$ cat config.mk
export PLATFORM = sky130hd
export DESIGN_NAME = layer_pipeline
export DESIGN_NICKNAME = d
export VERILOG_FILES = /design/src/rtl/layer_pipeline.sv
export SDC_FILE = /design/constraint.sdc
export NUM_CORES = 1
export LEC_CHECK = 0
export BUFFER_PORTS_ARGS = -buffer_cell sky130_fd_sc_hd__buf_2
export CAP_MARGIN = 20
export CORE_MARGIN = 3
export CORE_UTILIZATION = 55
export CTS_CLUSTER_DIAMETER = 40
export DETAILED_ROUTE_END_ITERATION = 10
export GPL_TIMING_DRIVEN = 0
export PLACE_DENSITY = 0.76
export SYNTH_ARGS = -nofsm -noshare
export SYNTH_HDL_FRONTEND = slang
export SYNTH_SLANG_ARGS = --single-unit
$ cat constraint.sdc
create_clock -name CLK100MHZ -period 7.4 [get_ports CLK100MHZ]
set_input_delay 0.74 -clock CLK100MHZ [delete_from_list [all_inputs] [get_ports CLK100MHZ]]
set_output_delay 0.74 -clock CLK100MHZ [all_outputs]
set_load 0.05 [all_outputs]
$ cat src/rtl/layer_pipeline.sv
// layer_pipeline: 640x480 VGA timing with NUM_LAYERS scrolled texel layers composited bottom-up; macro LAYER_PIPELINE_VBLANK_COMMIT_EN defers cfg commits to vblank start.
// Latency: layer_addr 1 pixel tick after the h/v counter value, VGA_* 2 ticks after it; layer_data is expected 1 clock after layer_addr.
// Backpressure: cfg_ready drops while the single pending cfg slot is occupied; out-of-range writes are rejected with a cfg_err pulse.
module layer_pipeline #(
  parameter int NUM_LAYERS  = 2,
  parameter int ADDR_W      = 15,
  parameter int IMG_W       = 160,
  parameter int IMG_H       = 120,
  parameter int SCALE_SHIFT = 2,
  parameter int PIX_DIV     = 4
) (
  input  logic                         CLK100MHZ,
  input  logic                         CPU_RESETN,
  output logic                         VGA_HS,
  output logic                         VGA_VS,
  output logic [3:0]                   VGA_R,
  output logic [3:0]                   VGA_G,
  output logic [3:0]                   VGA_B,
  output logic [NUM_LAYERS*ADDR_W-1:0] layer_addr,
  input  logic [NUM_LAYERS*13-1:0]     layer_data,
  input  logic                         cfg_valid,
  output logic                         cfg_ready,
  input  logic [2:0]                   cfg_layer,
  input  logic [7:0]                   cfg_hoff,
  input  logic [7:0]                   cfg_voff,
  input  logic                         cfg_en,
  output logic                         cfg_err,
  output logic                         frame_start
);
  localparam int DIV_W = $clog2(PIX_DIV);

  logic [DIV_W-1:0]              div;
  logic                          tick;
  logic [9:0]                    h, v;
  logic [7:0]                    hoff_q [NUM_LAYERS];
  logic [7:0]                    voff_q [NUM_LAYERS];
  logic [NUM_LAYERS-1:0]         en_q;
  logic                          pend_vld, pend_en;
  logic [2:0]                    pend_layer;
  logic [7:0]                    pend_hoff, pend_voff;
  logic                          act1, hsy1, vsy1;
  logic [NUM_LAYERS*ADDR_W-1:0]  addr_nxt;
  logic [ADDR_W-1:0]             xa, ya;
  logic [11:0]                   col;
  logic                          cfg_bad, commit;

  assign tick = (div == DIV_W'(PIX_DIV - 1));

  always_ff @(posedge CLK100MHZ or negedge CPU_RESETN) begin
    if (!CPU_RESETN) begin
      div <= '0;
      h   <= '0;
      v   <= '0;
    end else begin
      div <= tick ? '0 : div + 1'b1;
      if (tick) begin
        if (h == 10'd799) begin
          h <= '0;
          v <= (v == 10'd524) ? '0 : v + 1'b1;
        end else begin
          h <= h + 1'b1;
        end
      end
    end
  end

  // Scrolled texel coordinates wrap with a single subtract; offsets are always < image size.
  always_comb begin
    addr_nxt = '0;
    xa       = '0;
    ya       = '0;
    for (int i = 0; i < NUM_LAYERS; i++) begin
      xa = ADDR_W'(h >> SCALE_SHIFT) + ADDR_W'(hoff_q[i]);
      if (xa >= ADDR_W'(IMG_W)) xa = xa - ADDR_W'(IMG_W);
      ya = ADDR_W'(v >> SCALE_SHIFT) + ADDR_W'(voff_q[i]);
      if (ya >= ADDR_W'(IMG_H)) ya = ya - ADDR_W'(IMG_H);
      addr_nxt[i*ADDR_W +: ADDR_W] = ya * ADDR_W'(IMG_W) + xa;
    end
  end

  always_comb begin
    col = '0;
    for (int i = 0; i < NUM_LAYERS; i++) begin
      if (en_q[i] && layer_data[i*13]) col = layer_data[i*13+1 +: 12];
    end
  end

  always_ff @(posedge CLK100MHZ or negedge CPU_RESETN) begin
    if (!CPU_RESETN) begin
      layer_addr  <= '0;
      act1        <= 1'b0;
      hsy1        <= 1'b0;
      vsy1        <= 1'b0;
      VGA_HS      <= 1'b1;
      VGA_VS      <= 1'b1;
      VGA_R       <= '0;
      VGA_G       <= '0;
      VGA_B       <= '0;
      frame_start <= 1'b0;
    end else begin
      frame_start <= tick && (h == 10'd0) && (v == 10'd0);
      if (tick) begin
        layer_addr <= addr_nxt;
        act1       <= (h < 10'd640) && (v < 10'd480);
        hsy1       <= (h >= 10'd656) && (h <= 10'd751);
        vsy1       <= (v >= 10'd490) && (v <= 10'd491);
        VGA_HS     <= !hsy1;
        VGA_VS     <= !vsy1;
        VGA_R      <= act1 ? col[11:8] : 4'h0;
        VGA_G      <= act1 ? col[7:4]  : 4'h0;
        VGA_B      <= act1 ? col[3:0]  : 4'h0;
      end
    end
  end

  assign cfg_ready = !pend_vld;
  assign cfg_bad   = (int'(cfg_layer) >= NUM_LAYERS) || (int'(cfg_hoff) >= IMG_W) ||
                     (int'(cfg_voff) >= IMG_H);

`ifdef LAYER_PIPELINE_VBLANK_COMMIT_EN
  assign commit = pend_vld && tick && (h == 10'd0) && (v == 10'd480);
`else
  assign commit = pend_vld;
`endif

  always_ff @(posedge CLK100MHZ or negedge CPU_RESETN) begin
    if (!CPU_RESETN) begin
      cfg_err    <= 1'b0;
      pend_vld   <= 1'b0;
      pend_layer <= '0;
      pend_hoff  <= '0;
      pend_voff  <= '0;
      pend_en    <= 1'b0;
      en_q       <= '1;
      for (int i = 0; i < NUM_LAYERS; i++) begin
        hoff_q[i] <= '0;
        voff_q[i] <= '0;
      end
    end else begin
      cfg_err <= cfg_valid && cfg_ready && cfg_bad;
      if (cfg_valid && cfg_ready && !cfg_bad) begin
        pend_vld   <= 1'b1;
        pend_layer <= cfg_layer;
        pend_hoff  <= cfg_hoff;
        pend_voff  <= cfg_voff;
        pend_en    <= cfg_en;
      end else if (commit) begin
        pend_vld <= 1'b0;
        for (int i = 0; i < NUM_LAYERS; i++) begin
          if (pend_layer == 3'(i)) begin
            hoff_q[i] <= pend_hoff;
            voff_q[i] <= pend_voff;
            en_q[i]   <= pend_en;
          end
        end
      end
    end
  end
endmodule
# [Yosys cells after proc, flatten, opt, wreduce, memory -nomap -nowiden]
# Index checks and enable logic that the tools add are counted.
[totals] regBits=126 input_bits=49 output_inout_bits=47 word_cells=93
[classes] add_sub_neg=13 n_mul=2 n_lt_le_gt_ge=13 n_eq_ne=4 n_mux=13 bitwise_logic=1 n_reduce_logical=22
[op_table] operator="$mux 15" n=4
[op_table] operator="$add 8x8->9" n=4
[op_table] operator="$add 15x15->15" n=2
[op_table] operator="$mul 15x3->10 const B" n=2
[op_table] operator="$mux 12" n=2
[op_table] operator="$add 10x1->10 const B" n=2
[op_table] operator="$eq 10x10->1 const B" n=2
[op_table] operator="$logic_not 10->1" n=2
[op_table] operator="$mux 10" n=2
[op_table] operator="$sub 9x7->10 const B" n=2
[op_table] operator="$sub 9x8->10 const B" n=2
[op_table] operator="$ge 9x7->1 const B" n=2
[op_table] operator="$ge 9x8->1 const B" n=2
[op_table] operator="$mux 4" n=3
[op_table] operator="$ge 10x10->1 const B" n=1
[op_table] operator="$ge 10x9->1 const B" n=1
[op_table] operator="$le 10x10->1 const B" n=1
[op_table] operator="$le 10x9->1 const B" n=1
[op_table] operator="$logic_and 1x1->1" n=10
[op_table] operator="$lt 10x10->1 const B" n=1
[op_table] operator="$lt 10x9->1 const B" n=1
[op_table] operator="$ge 8x7->1 const B" n=1
[op_table] operator="$ge 8x8->1 const B" n=1
[op_table] operator="$reduce_and 3->1" n=2
[op_table] operator="11 further kinds" n=15

# [Logic depth before layout (Yosys ltp)]
[depth] word_depth=7 depth_mapped=25 mapped_depth_nobuf=25

# [Worst setup path after synthesis]
# No wires, ideal clock.
[synth_timing] path_type="reg2reg" start="register v[2]" end="register layer_addr[29]" setup_ns=0.070 t_arrival_ns=5.081 required_ns=7.330 slack_ns=2.249 path_stages_with_launch=25 path_buffers=0 synth_period_minus_slack_ns=5.151 path_cell_list="dfrtp_1 > ha_1 > inv_1 > fa_1 > nor2b_1 > o211ai_1 > a21boi_0 > nor3_1 > o31a_1 > nand2_1 > mux2_2 > ha_1 > ha_1 > a21o_1 > a21oi_1 > o21bai_1 > a21oi_1 > xnor2_1 > ha_1 > a21o_1 > a41oi_1 > xor2_1 > a31o_2 > a2111oi_0 > nand3b_1"
[synth_via] elab_chain_len=5 elab_cells_between_ends=6 classes_between="add/sub: 3; mul: 1; order compare: 1; mux: 1"
[synth_rtl] element="from (decl)" line_no="34" rtl="logic [9:0] h, v;"
[synth_rtl] element="from (signal assigned)" line_no="59" rtl="v <= (v == 10'd524) ? '0 : v + 1'b1;"
[synth_rtl] element="$add 8x8->9 (*)" line_no="75" rtl="ya = ADDR_W'(v >> SCALE_SHIFT) + ADDR_W'(voff_q[i]);"
[synth_rtl] element="$sub 9x7->10 or $ge 9x7->1 (tied branches)" line_no="76" rtl="if (ya >= ADDR_W'(IMG_H)) ya = ya - ADDR_W'(IMG_H);"
[synth_rtl] element="$mux 15 (*)" line_no="76"
[synth_rtl] element="$mul 15x3->10 (*)" line_no="77" rtl="addr_nxt[i*ADDR_W +: ADDR_W] = ya * ADDR_W'(IMG_W) + xa;"
[synth_rtl] element="$add 15x15->15 (*)" line_no="77"
[synth_rtl] element="to (signal assigned)" line_no="103" rtl="layer_addr <= addr_nxt;"
[synth_rtl] element="to (decl)" line_no="19" rtl="output logic [NUM_LAYERS*ADDR_W-1:0] layer_addr,"
# Mark *: on every way between the ends. The rest lies on a longest branch, timed or not.
# A chain may end at the register's enable or synchronous reset.

# [Final worst setup path]
# Same ends and word-level chain as after synthesis.

==> results.toml <==
[cts]
insertion_delay_ps = 420
cts_tree = "yes"
cts_resized = 0
cts.sinks = 126
cts_root_buf = "clkbuf_16"
path_clk_slew_ps = 60
postCtsSetupBuffers = 0
clockBufferDepth = 2
cts-buffers-inserted = 17
hold_buffers = 0
h-tree-depth = 4

[timing]
fin_worst_skew_ps = 7.445
fmax_ghz = 0.1705
worst_hold_slack_ps = 243.2
finalCritPeriodShare_pct = 79.27
setup_viol = 0
tns_ps = 0
rsz0062_at_grt = "false"
worst_pin_slew_ps = 819.6
maxSlewViolCount = 0
relSlewSlack_pct = 45.36
finalHoldViolations = 0
fin_crit_ps = 5866

[global_routing]
grt_pass1_wl_um = 31190
grt_pass1_vias = 6363
grt-ovfl-total = 0
antenna_found_initial = 0
grt_max_degree = 83
global_route.usage.total_pct = 23.66

[yosys]
synth_edf_count = 0
ys_warn_count = 0
ys.flop_type = "dfrtp_1"
ys_async_sr_fraction_pct = 100.0
ys_seq_area_share_pct = 37.74
yosysUniqueCellTypes = 87
synth.cell_area_um2 = 8367
ys_seq_elements = 126
syn-num-nets = 960
synth_cells = 818
avgSynthCellArea_um2 = 10.23

[worst_setup_path]
worstSetupPathType = "reg -> reg"
timing.rr.start = "v[2]"
path_cells = "ha_1 > inv_1 > fa_1 > nor2b_1 > o211ai_1 > a21boi_0 > nor3_1 > o31a_1 > nand2_1 > mux2_2 > ha_1 > ha_1 > a21o_1 > a21oi_1 > o21bai_1 > a21oi_1 > xnor2_1 > ha_1 > a21o_1 > a41oi_1 > xor2_1 > nand4_1 > a2111oi_0 > nand3b_1"
cp.arrival_ps = 6220
cpMaxStageDelayCell = "dfrtp_1"
path_delay_family = "compound AO/OA/AOI/OAI gates"
crit_cells = 24
reg2reg_to = "layer_addr[29]"
crit_fanout = 7
path_common_cell = "ha_1"
max_stage_delay_ps = 500
path_buf_inv = 1
ff2ff_path_depth = 24
cp-start-kind = "flop"
crit_path_end_kind = "flop"
worst_ep_required_time_ps = 7750
r2r_slack_ps = 1530

[die]
coreArea_um2 = 14700
fp.dieH_um = 129.3
dieArea_um2 = 16730
die_x_um = 129.3
io_pins = 96
initial_core_util_pct = 56.92
rows = 44

[placement]
io_buffers = 95
place.gp.congestion = 0.8950
dp.cells = 1099
place_hpwl_um = 14210
placed_area_um2 = 9114

[power]
vdd_ir_drop_max_mv = 0.1774
switching_share_pct = 37.27
p_leak_uw = 0.004890
power_switching_uw = 1010
internal_power_uw = 1700
power-per-cell-area_nw_per_um2 = 279.3
combPwrFrac_pct = 35.9
seqPwrFrac_pct = 33.2
clock_power_share_pct = 30.8

[drt]
vias_per_cell = 5.811
routed_wl_um = 18920
final_antenna_net_count = 0
drt_iter0_markers = 387
wl_per_cell_um = 16.73
dr.pass1.iters = 4
vias = 6572
drc = 0

[final_layout]
antenna_cells = 0
syn_to_final_growth_pct = 15.99
design_area_um2 = 9704
layout.cells.most_common_list = "dfrtp_1 (122), buf_2 (96), nand2_1 (92)"
final_core_util_pct = 66.02
layout_commonest_cell = "dfrtp_1"
final_nets = 1076
fillers = 1198
drive_above_1_share_pct = 22.18
final_cells = 1131

[hold_path]
min_path_type = "in -> async"

[run_status]
status = "finished, final reports clean"

[job]
cap_violations = 0
[layout make-up]
cell class | instances | area, µm² | share of cell area, %
plain buffers | 20 | 102.6 | 1.057
flip-flops and latches | 126 | 3158 | 32.54
multi-input cells | 633 | 4960 | 51.11
clock buffers | 22 | 464.2 | 4.783
inverters | 39 | 146.4 | 1.509
clock inverters | 10 | 126.4 | 1.302
well taps | 184 | 230.2 | 2.372
repair buffers | 97 | 516.7 | 5.325
[worst reg2reg max path, stage by stage, from the launching register on]
cell and delay (ps):
dfrtp_1 500, ha_1 220, inv_1 50, fa_1 390, nor2b_1 170, o211ai_1 160, a21boi_0 340, nor3_1 110
o31a_1 340, nand2_1 120, mux2_2 360, ha_1 330, ha_1 310, a21o_1 160, a21oi_1 220, o21bai_1 100
a21oi_1 190, xnor2_1 160, ha_1 300, a21o_1 170, a41oi_1 190, xor2_1 250, nand4_1 140, a2111oi_0 360
nand3b_1 160
[logic make-up after synthesis]
group,synth area share (%)
simple gates,14.18
compound gates,17.20
flops,37.74
fa+ha+maj,14.63
buf+inv,2.976
mux,7.522
xor+xnor,5.757
[cells in the mapped netlist (3+ instances only)]
library cell | number | share of area, %
a21oi_1 | 30 | 1.8
buf_1 | 5 | 0.22
a31oi_1 | 4 | 0.30
o32ai_1 | 3 | 0.31
nand4_1 | 10 | 0.75
dfstp_2 | 4 | 1.3
a22oi_1 | 12 | 1.1
and2_1 | 7 | 0.52
or3_1 | 4 | 0.30
nand3b_1 | 6 | 0.54
o21bai_1 | 7 | 0.63
inv_1 | 37 | 1.7
nor2b_1 | 12 | 0.90
xnor2_1 | 37 | 3.9
dfrtp_1 | 122 | 36
o211ai_1 | 3 | 0.27
o31ai_1 | 3 | 0.27
o2111ai_1 | 3 | 0.31
clkbuf_1 | 10 | 0.45
o21a_1 | 10 | 0.90
mux2_2 | 51 | 6.9
nand3_1 | 4 | 0.24
and3_1 | 8 | 0.60
a211oi_1 | 10 | 0.90
mux2i_1 | 4 | 0.48
nand2_1 | 92 | 4.1
fa_1 | 8 | 1.9
nor4_1 | 5 | 0.37
o21ai_0 | 34 | 2.0
or2_2 | 3 | 0.22
a21o_1 | 16 | 1.4
nor3_1 | 15 | 0.90
o31a_1 | 5 | 0.52
ha_1 | 85 | 13
nor2_1 | 42 | 1.9
xor2_1 | 18 | 1.9
nor3b_1 | 3 | 0.27
o2bb2ai_1 | 17 | 1.8
nand4b_1 | 6 | 0.63
[metrics by stage]
step           power [µW]  setup slack (ps)
6_report             2710              1534
3_3_place_gp         1855              1793
5_1_grt              2871              1243
3_5_place_dp         1877              1623
2_1_floorplan        1640              2249
4_1_cts              2726              1598
[state kept, by name (all words and copies together), names as in the netlist, 3 cells and up]
| name | flops |
|---|---|
| layer_addr | 30 |
| hoff_q | 16 |
| voff_q | 16 |
| h | 10 |
| v | 10 |
| pend_hoff | 8 |
| pend_voff | 8 |
| VGA_B | 4 |
| VGA_G | 4 |
| VGA_R | 4 |
| pend_layer | 3 |
[layer usage]
layer | global-route usage [%] | up-vias | routed length (µm)
li1 | - | 3241 | -
met1 | 33.11 | 3153 | 9141
met2 | 37.80 | 147 | 8690
met3 | 3.380 | 31 | 710
met4 | 8.462 | 0 | 375
met5 | 0 | - | 0
[worst max path at each step]
stage	from	end	slack [ps]
3_3_place_gp	v[2]	layer_addr[29]	1790
2_1_floorplan	v[2]	layer_addr[29]	2250
4_1_cts	v[2]	layer_addr[29]	1600
3_5_place_dp	v[2]	layer_addr[29]	1620
6_report	v[2]	layer_addr[29]	1530
5_1_grt	v[2]	layer_addr[29]	1240
[power groups by stage]
stage	registers, µW	clock network (µW)	logic [µW]
global route	915	883	1070
global placement	905	0	950
floorplan	1110	0	531
finish	901	835	974
detailed placement	911	0	966
CTS	900	848	978
Note: power is estimated with default switching activity, not from simulation.
